[config.mk]
export PLATFORM = sky130hd
export DESIGN_NAME = add_job_arbiter
export DESIGN_NICKNAME = d
export VERILOG_FILES = /design/src/rtl/add_job_arbiter.sv
export SDC_FILE = /design/constraint.sdc
export NUM_CORES = 1
export LEC_CHECK = 0
export ABC_AREA = 1
export BUFFER_PORTS_ARGS = -buffer_cell sky130_fd_sc_hd__clkbuf_2
export CAP_MARGIN = 25
export CORE_MARGIN = 2
export CORE_UTILIZATION = 35
export DETAILED_ROUTE_END_ITERATION = 8
export GPL_ROUTABILITY_DRIVEN = 0
export GPL_TIMING_DRIVEN = 0
export PLACE_DENSITY = 0.6
export SYNTH_ARGS = -nofsm -noshare
export SYNTH_HDL_FRONTEND = slang
export SYNTH_SLANG_ARGS = --single-unit
export TNS_END_PERCENT = 5
[constraint.sdc]
create_clock -name clock -period 5.9 [get_ports clock]
set_input_delay 0.885 -clock clock [delete_from_list [all_inputs] [get_ports clock]]
set_output_delay 0.885 -clock clock [all_outputs]
set_load 0.005 [all_outputs]
[src/rtl/add_job_arbiter.sv]
// add_job_arbiter: two-requester round-robin front end that runs each operand pair
// through an Avalon-MM adder slave (write A, write B, read sum) and returns the result.
module add_job_arbiter #(
   parameter int         DATA_W   = 32,
   parameter logic [2:0] ADDR_A   = 3'b000,
   parameter logic [2:0] ADDR_B   = 3'b001,
   parameter logic [2:0] ADDR_SUM = 3'b011
) (
   input  logic              clock,
   input  logic              reset,
   input  logic              req0_valid,
   input  logic [DATA_W-1:0] req0_a,
   input  logic [DATA_W-1:0] req0_b,
   output logic              req0_ready,
   input  logic              req1_valid,
   input  logic [DATA_W-1:0] req1_a,
   input  logic [DATA_W-1:0] req1_b,
   output logic              req1_ready,
   output logic              rsp0_valid,
   input  logic              rsp0_ready,
   output logic              rsp1_valid,
   input  logic              rsp1_ready,
   output logic [DATA_W-1:0] rsp_data,
   output logic [2:0]        av_address,
   output logic              av_write,
   output logic              av_read,
   output logic [DATA_W-1:0] av_writedata,
   input  logic [DATA_W-1:0] av_readdata,
   output logic              busy
);
   typedef enum logic [2:0] {IDLE, WR_A, WR_B, RD, CAP, RSP} state_t;
   state_t            state_q, state_d;
   logic [DATA_W-1:0] a_q, a_d, b_q, b_d, rsp_data_q, rsp_data_d;
   logic              gnt_q, gnt_d, ptr_q, ptr_d, win, accept;
   always_ff @(posedge clock or posedge reset) begin
      if (reset) begin
         state_q    <= IDLE;
         a_q        <= '0;
         b_q        <= '0;
         rsp_data_q <= '0;
         gnt_q      <= 1'b0;
         ptr_q      <= 1'b0;
      end else begin
         state_q    <= state_d;
         a_q        <= a_d;
         b_q        <= b_d;
         rsp_data_q <= rsp_data_d;
         gnt_q      <= gnt_d;
         ptr_q      <= ptr_d;
      end
   end
   // ready is combinational, so it is gated by reset to keep every output low during reset
   always_comb begin
      win          = (req0_valid && req1_valid) ? ptr_q : req1_valid;
      accept       = (state_q == IDLE) && !reset && (req0_valid || req1_valid);
      req0_ready   = accept && !win;
      req1_ready   = accept && win;
      state_d      = state_q;
      a_d          = a_q;
      b_d          = b_q;
      rsp_data_d   = rsp_data_q;
      gnt_d        = gnt_q;
      ptr_d        = ptr_q;
      av_address   = 3'b000;
      av_write     = 1'b0;
      av_read      = 1'b0;
      av_writedata = '0;
      rsp0_valid   = 1'b0;
      rsp1_valid   = 1'b0;
      case (state_q)
         IDLE: if (accept) begin
            state_d = WR_A;
            a_d     = win ? req1_a : req0_a;
            b_d     = win ? req1_b : req0_b;
            gnt_d   = win;
         end
         WR_A: begin
            av_write     = 1'b1;
            av_address   = ADDR_A;
            av_writedata = a_q;
            state_d      = WR_B;
         end
         WR_B: begin
            av_write     = 1'b1;
            av_address   = ADDR_B;
            av_writedata = b_q;
            state_d      = RD;
         end
         RD: begin
            av_read    = 1'b1;
            av_address = ADDR_SUM;
            state_d    = CAP;
         end
         CAP: begin
            rsp_data_d = av_readdata;
            state_d    = RSP;
         end
         RSP: begin
            rsp0_valid = !gnt_q;
            rsp1_valid = gnt_q;
            if (gnt_q ? rsp1_ready : rsp0_ready) begin
               state_d = IDLE;
               ptr_d   = !gnt_q;
            end
         end
         default: state_d = IDLE;
      endcase
   end
   assign rsp_data = rsp_data_q;
   assign busy     = (state_q != IDLE);
endmodule

Word level (Yosys, flattened, before mapping)
Index checks and enable logic that the tools add are counted.
W data, S select, Z words.
Word-level totals
  bits in registers: 101
  word-level logic and storage cells: 41
  output and inout bits: 74
  input port bits: 166
Operators by class
  reductions and logical operators: 15
  muxes and demuxes: 13
  equality and inequality tests: 7
Operator list (number)
  $mux W32: 2
  $pmux W32 S2: 1
  $pmux W3 S6: 1
  $eq A3 B2 Y1 const B: 2
  $eq A3 B3 Y1 const B: 2
  $mux W1: 6
  $mux W3: 2
  $reduce_and A2 Y1: 3
  $logic_and A1 B1 Y1: 5
  $ne A2 B2 Y1 const B: 2
  $pmux W2 S2: 1
  $eq A3 B1 Y1 const B: 1
  $logic_not A1 Y1: 3
  $logic_not A3 Y1: 1
  $reduce_bool A3 Y1: 1
  $reduce_or A2 Y1: 1
  $logic_or A1 B1 Y1: 1

Depth between registers and ports, before layout
  word-level depth: 5
  mapped depth: 9
  mapped depth without buffers: 7

Worst setup path before layout
OpenSTA, ideal clock, no wires.
  path type: input to output
  start: input port reset
  end: output port req1_ready
  setup slack: 1.112 ns
  required time: 5.015 ns
  path buffers: 1
  stages: 6
  arrival: 3.903 ns
  cell sequence: inv_1 > o21ai_0 > nor2_2 > buf_4 > nand2_1 > inv_1
On the way
  cells in the longest elaborated chain, start to end: 4
Ends and longest elaborated chain
  start: declaration: line 10  | input logic reset,
  $logic_not A1 Y1: line 55  | accept = (state_q == IDLE) && !reset && (req0_valid || req1_valid);
  $logic_and A1 B1 Y1 (2 in series): line 55
  $logic_and A1 B1 Y1: line 57  | req1_ready = accept && win;
  end: declaration: line 18  | output logic req1_ready,
No other way between the ends.

Worst setup path in the final report
Same ends and word-level chain as after synthesis.

==> flow_summary_export.csv <==
group,metric,value,unit
status,outcome,"finished clean",
global_routing,grt_start_max_net_pins,57,
placement,post_dp_cell_area,0.00680,mm2
route,routedWlPerCell,13.9,um
synthesis,synth_xor_xnor_area_share,0,%
worst_setup_path,cp.required,5.02,ns
synthesis,syn_inst,778,
route,vias,5620,
global_routing,overflow,0,
final_layout,design_area,0.00715,mm2
synthesis,synth_fa_ha_area_share,0,%
sta,finalSetupViolations,0,
route,drcViolationCount,0,
synthesis,muxShareOfSynthArea,0,%
synthesis,syn_area,0.00535,mm2
synthesis,synth_largest_area_cell,"dfrtp_1",
sta,maxSlewViolCount,0,
synthesis,ys_seq_area_share,47.3,%
synthesis,synth_compound_area_share,3.65,%
synthesis,synthArstFlopShare,100,%
final_layout,synthToLayoutAreaGrowth,33.8,%
power_and_ir_drop,p_total,0.00319,W
worst_setup_path,cpMostUsedCell,"clkbuf_2",
synthesis,syn_area_per_cell,6.87,um2
synthesis,synth_top_area_share,47.3,%
clock_tree,clock_latency,0.35,ns
synthesis,synth.area.top_cells,"dfrtp_1, nand2_1, nand3_1, o21ai_0, inv_1",
flow_run,drv_cap,0,
synthesis,yosys.area_share.simple,41.1,%
route,vias_per_cell,4.60,
power_and_ir_drop,power_leakage,4.24,nW
worst_setup_path,crit_arrival,2.39,ns
global_routing,antenna_found_initial,0,
power_and_ir_drop,switching_share,39.6,%
clock_tree,path_clk_slew,0.07,ns
clock_tree,cts_setup_buffers,0,
clock_tree,clockRootBuffer,"clkbuf_16",
global_routing,grt_pass1_wl,27.2,mm
synthesis,yosysMostFrequentCell,"nand2_1",
final_layout,diodes,0,
power_and_ir_drop,switchingPower,0.00127,W
worst_setup_path,worstSetupStartpointType,"input port",
route,totalWireLength,17.0,mm
synthesis,ys_ff_latch,101,
floorplanning,fp.coreArea,0.0151,mm2
power_and_ir_drop,clkPwrFrac,21.7,%
placement,place_inst,1205,
route,ant_nets,0,
clock_tree,ctsHoldBuffers,0,
final_layout,postLayoutCoreUtil,47.4,%
clock_tree,cts_resized,0,
floorplanning,die_area,0.0163,mm2
power_and_ir_drop,max-vdd-ir-drop,191,uV
final_layout,nets,1194,
clock_tree,cts.sinks,101,
floorplanning,io_pins,240,
worst_setup_path,path_cells,"clkbuf_2 > inv_4 > o21ai_0 > nor2_2 > buf_4 > nand2_1 > inv_1 > clkbuf_2",
power_and_ir_drop,powerDensity,447,mW/mm2
final_layout,nFillCells,1614,
placement,place.port_buffers,238,
clock_tree,clock_path_buffers,2,
floorplanning,fp.dieW,128,um
synthesis,synthFlopType,"dfrtp_1",
power_and_ir_drop,internal_power,0.00193,W
worst_setup_path,cp_top_family,"buffers and inverters",
sta,post-route-period-util,55.6,%
sta,final.setup.tns,0,ns
sta,hold_viol,0,
sta,fin_worst_skew,0.00756,ns
worst_setup_path,crit_buf_inv,5,
synthesis,yosysWarnings,0,
min_path,hp-class,"reg2reg",
worst_setup_path,critPathMaxStageDelay,0.44,ns
route,drtIter0Drc,214,
final_layout,final_cells,1221,
clock_tree,numCtsBuffers,9,
floorplanning,initial_utilization,35.4,%
worst_setup_path,slowest_stage,"inv_4",
synthesis,synth_nets,944,
synthesis,synthTopCellsByCount,"nand2_1, nand3_1, dfrtp_1",
global_routing,grt_pass1_vias,5438,
synthesis,synth_enable_flop_cells,0,
global_routing,grt_use_total,21.3,%
synthesis,synth.distinct_cells,17,
power_and_ir_drop,p_comb_share,41.3,%
floorplanning,die-height,128,um
sta,fmax,305,MHz
worst_setup_path,cp-end-kind,"output pin",
sta,layout_min_cycle_time,3.28,ns
sta,grt_setup_unrepaired,"false",
placement,dp_hpwl,12.9,mm
floorplanning,placement_rows,45,
worst_setup_path,path_max_fanout,47,
final_layout,drive_above_1_share,27.1,%
sta,relSlewSlack,57.1,%
route,drt_first_pass_iters,5,
sta,tightest_slew,0.644,ns
synthesis,synth_top_family_by_area,"simple AND/OR/NAND/NOR gates",
clock_tree,cts_tree,"yes",
worst_setup_path,worstSetupPathType,"in2out",
clock_tree,cts_max_level,3,
power_and_ir_drop,p_seq_share,37.1,%
==> sequential cells by signal (all words and copies together) (netlist names) <==
register  count
state_q       3
ptr_q         1
b_q          32
rsp_data     32
gnt_q         1
a_q          32
==> power by group through the flow <==
stage / Sequential [W] / Combinational (W) / Clock (W)
2_1_floorplan: 0.00117 / 0.000782 / 0
3_3_place_gp: 0.00119 / 0.00133 / 0
3_5_place_dp: 0.00119 / 0.00134 / 0
4_1_cts: 0.00118 / 0.00134 / 0.000714
5_1_grt: 0.00122 / 0.00153 / 0.000742
6_report: 0.00118 / 0.00132 / 0.000692
==> final cells by class <==
| class | count | area, um2 | share of cell area, % |
|---|---|---|---|
| buffer | 55 | 255 | 3.57 |
| clock buffer | 10 | 239 | 3.34 |
| tap | 188 | 235 | 3.29 |
| timing repair buffer | 239 | 1220 | 17.0 |
| inverter | 44 | 168 | 2.34 |
| clock inverter | 6 | 110 | 1.54 |
| multi-input combinational | 578 | 2400 | 33.5 |
| sequential | 101 | 2530 | 35.3 |
==> cells in the final DEF (no fill, tap or decap), types with 2 or more instances in the layout <==
master / netlist / layout
dfrtp_1: 101 / 101
inv_1: 43 / 42
buf_2: 15 / 15
clkbuf_2: 0 / 238
buf_4: 4 / 4
nor2_1: 8 / 8
nand2_1: 395 / 395
nand3_1: 131 / 131
buf_1: 9 / 9
bufinv_16: 0 / 3
o21ai_0: 39 / 39
clkbuf_1: 25 / 25
clkbuf_16: 0 / 9
buf_6: 2 / 2
clkinvlp_4: 0 / 2
==> cells by family (layout without fill, tap and decap cells) <==
group / after synthesis / after routing
and+or+nand+nor: 538 / 538
DFF: 101 / 101
buffers and inverters: 99 / 354
AOI/OAI and AO/OA: 39 / 39
other: 1 / 1
==> worst register-to-register path, stage by stage (launching register included) <==
cell and delay [ns]:
dfrtp_1 0.46, nor2_4 0.26, nand2_2 0.12, nor2_2 0.21
buf_4 0.23, buf_6 0.16, nand2_1 0.11, nand2_1 0.09
==> path summary, 6_finish.rpt <==
kind | from | endpoint | slack, ns | cells after the start
worst max-delay path | reset | req1_ready | 2.62 | 8
worst min-delay path | rsp_data[12] | rsp_data[12] | 0.47 | 2
worst max register to register | state_q[0] | b_q[9] | 4.20 | 7
worst min register to register | rsp_data[12] | rsp_data[12] | 0.47 | 2
max in group asynchronous | reset | rsp_data[3] | 4.60 | 3
min in group asynchronous | reset | b_q[27] | 0.62 | 2
==> routing by layer <==
layer / track usage [%] / up-vias / routed length [um]
met1: 28.5 / 2499 / 7600
met3: 4.36 / 10 / 1140
met2: 34.4 / 182 / 8070
li1: - / 2929 / -
met4: 7.56 / 0 / 171
met5: 0 / - / 0
==> per-stage QoR <==
step	worst slack [ns]	hold slack [ns]
floorplan	1.11	0.441
detailed placement	2.57	0.457
global route	2.41	0.485
global placement	-0.410	0.453
CTS	2.56	0.475
finish	2.62	0.471
(Power assumes the default switching activity.)
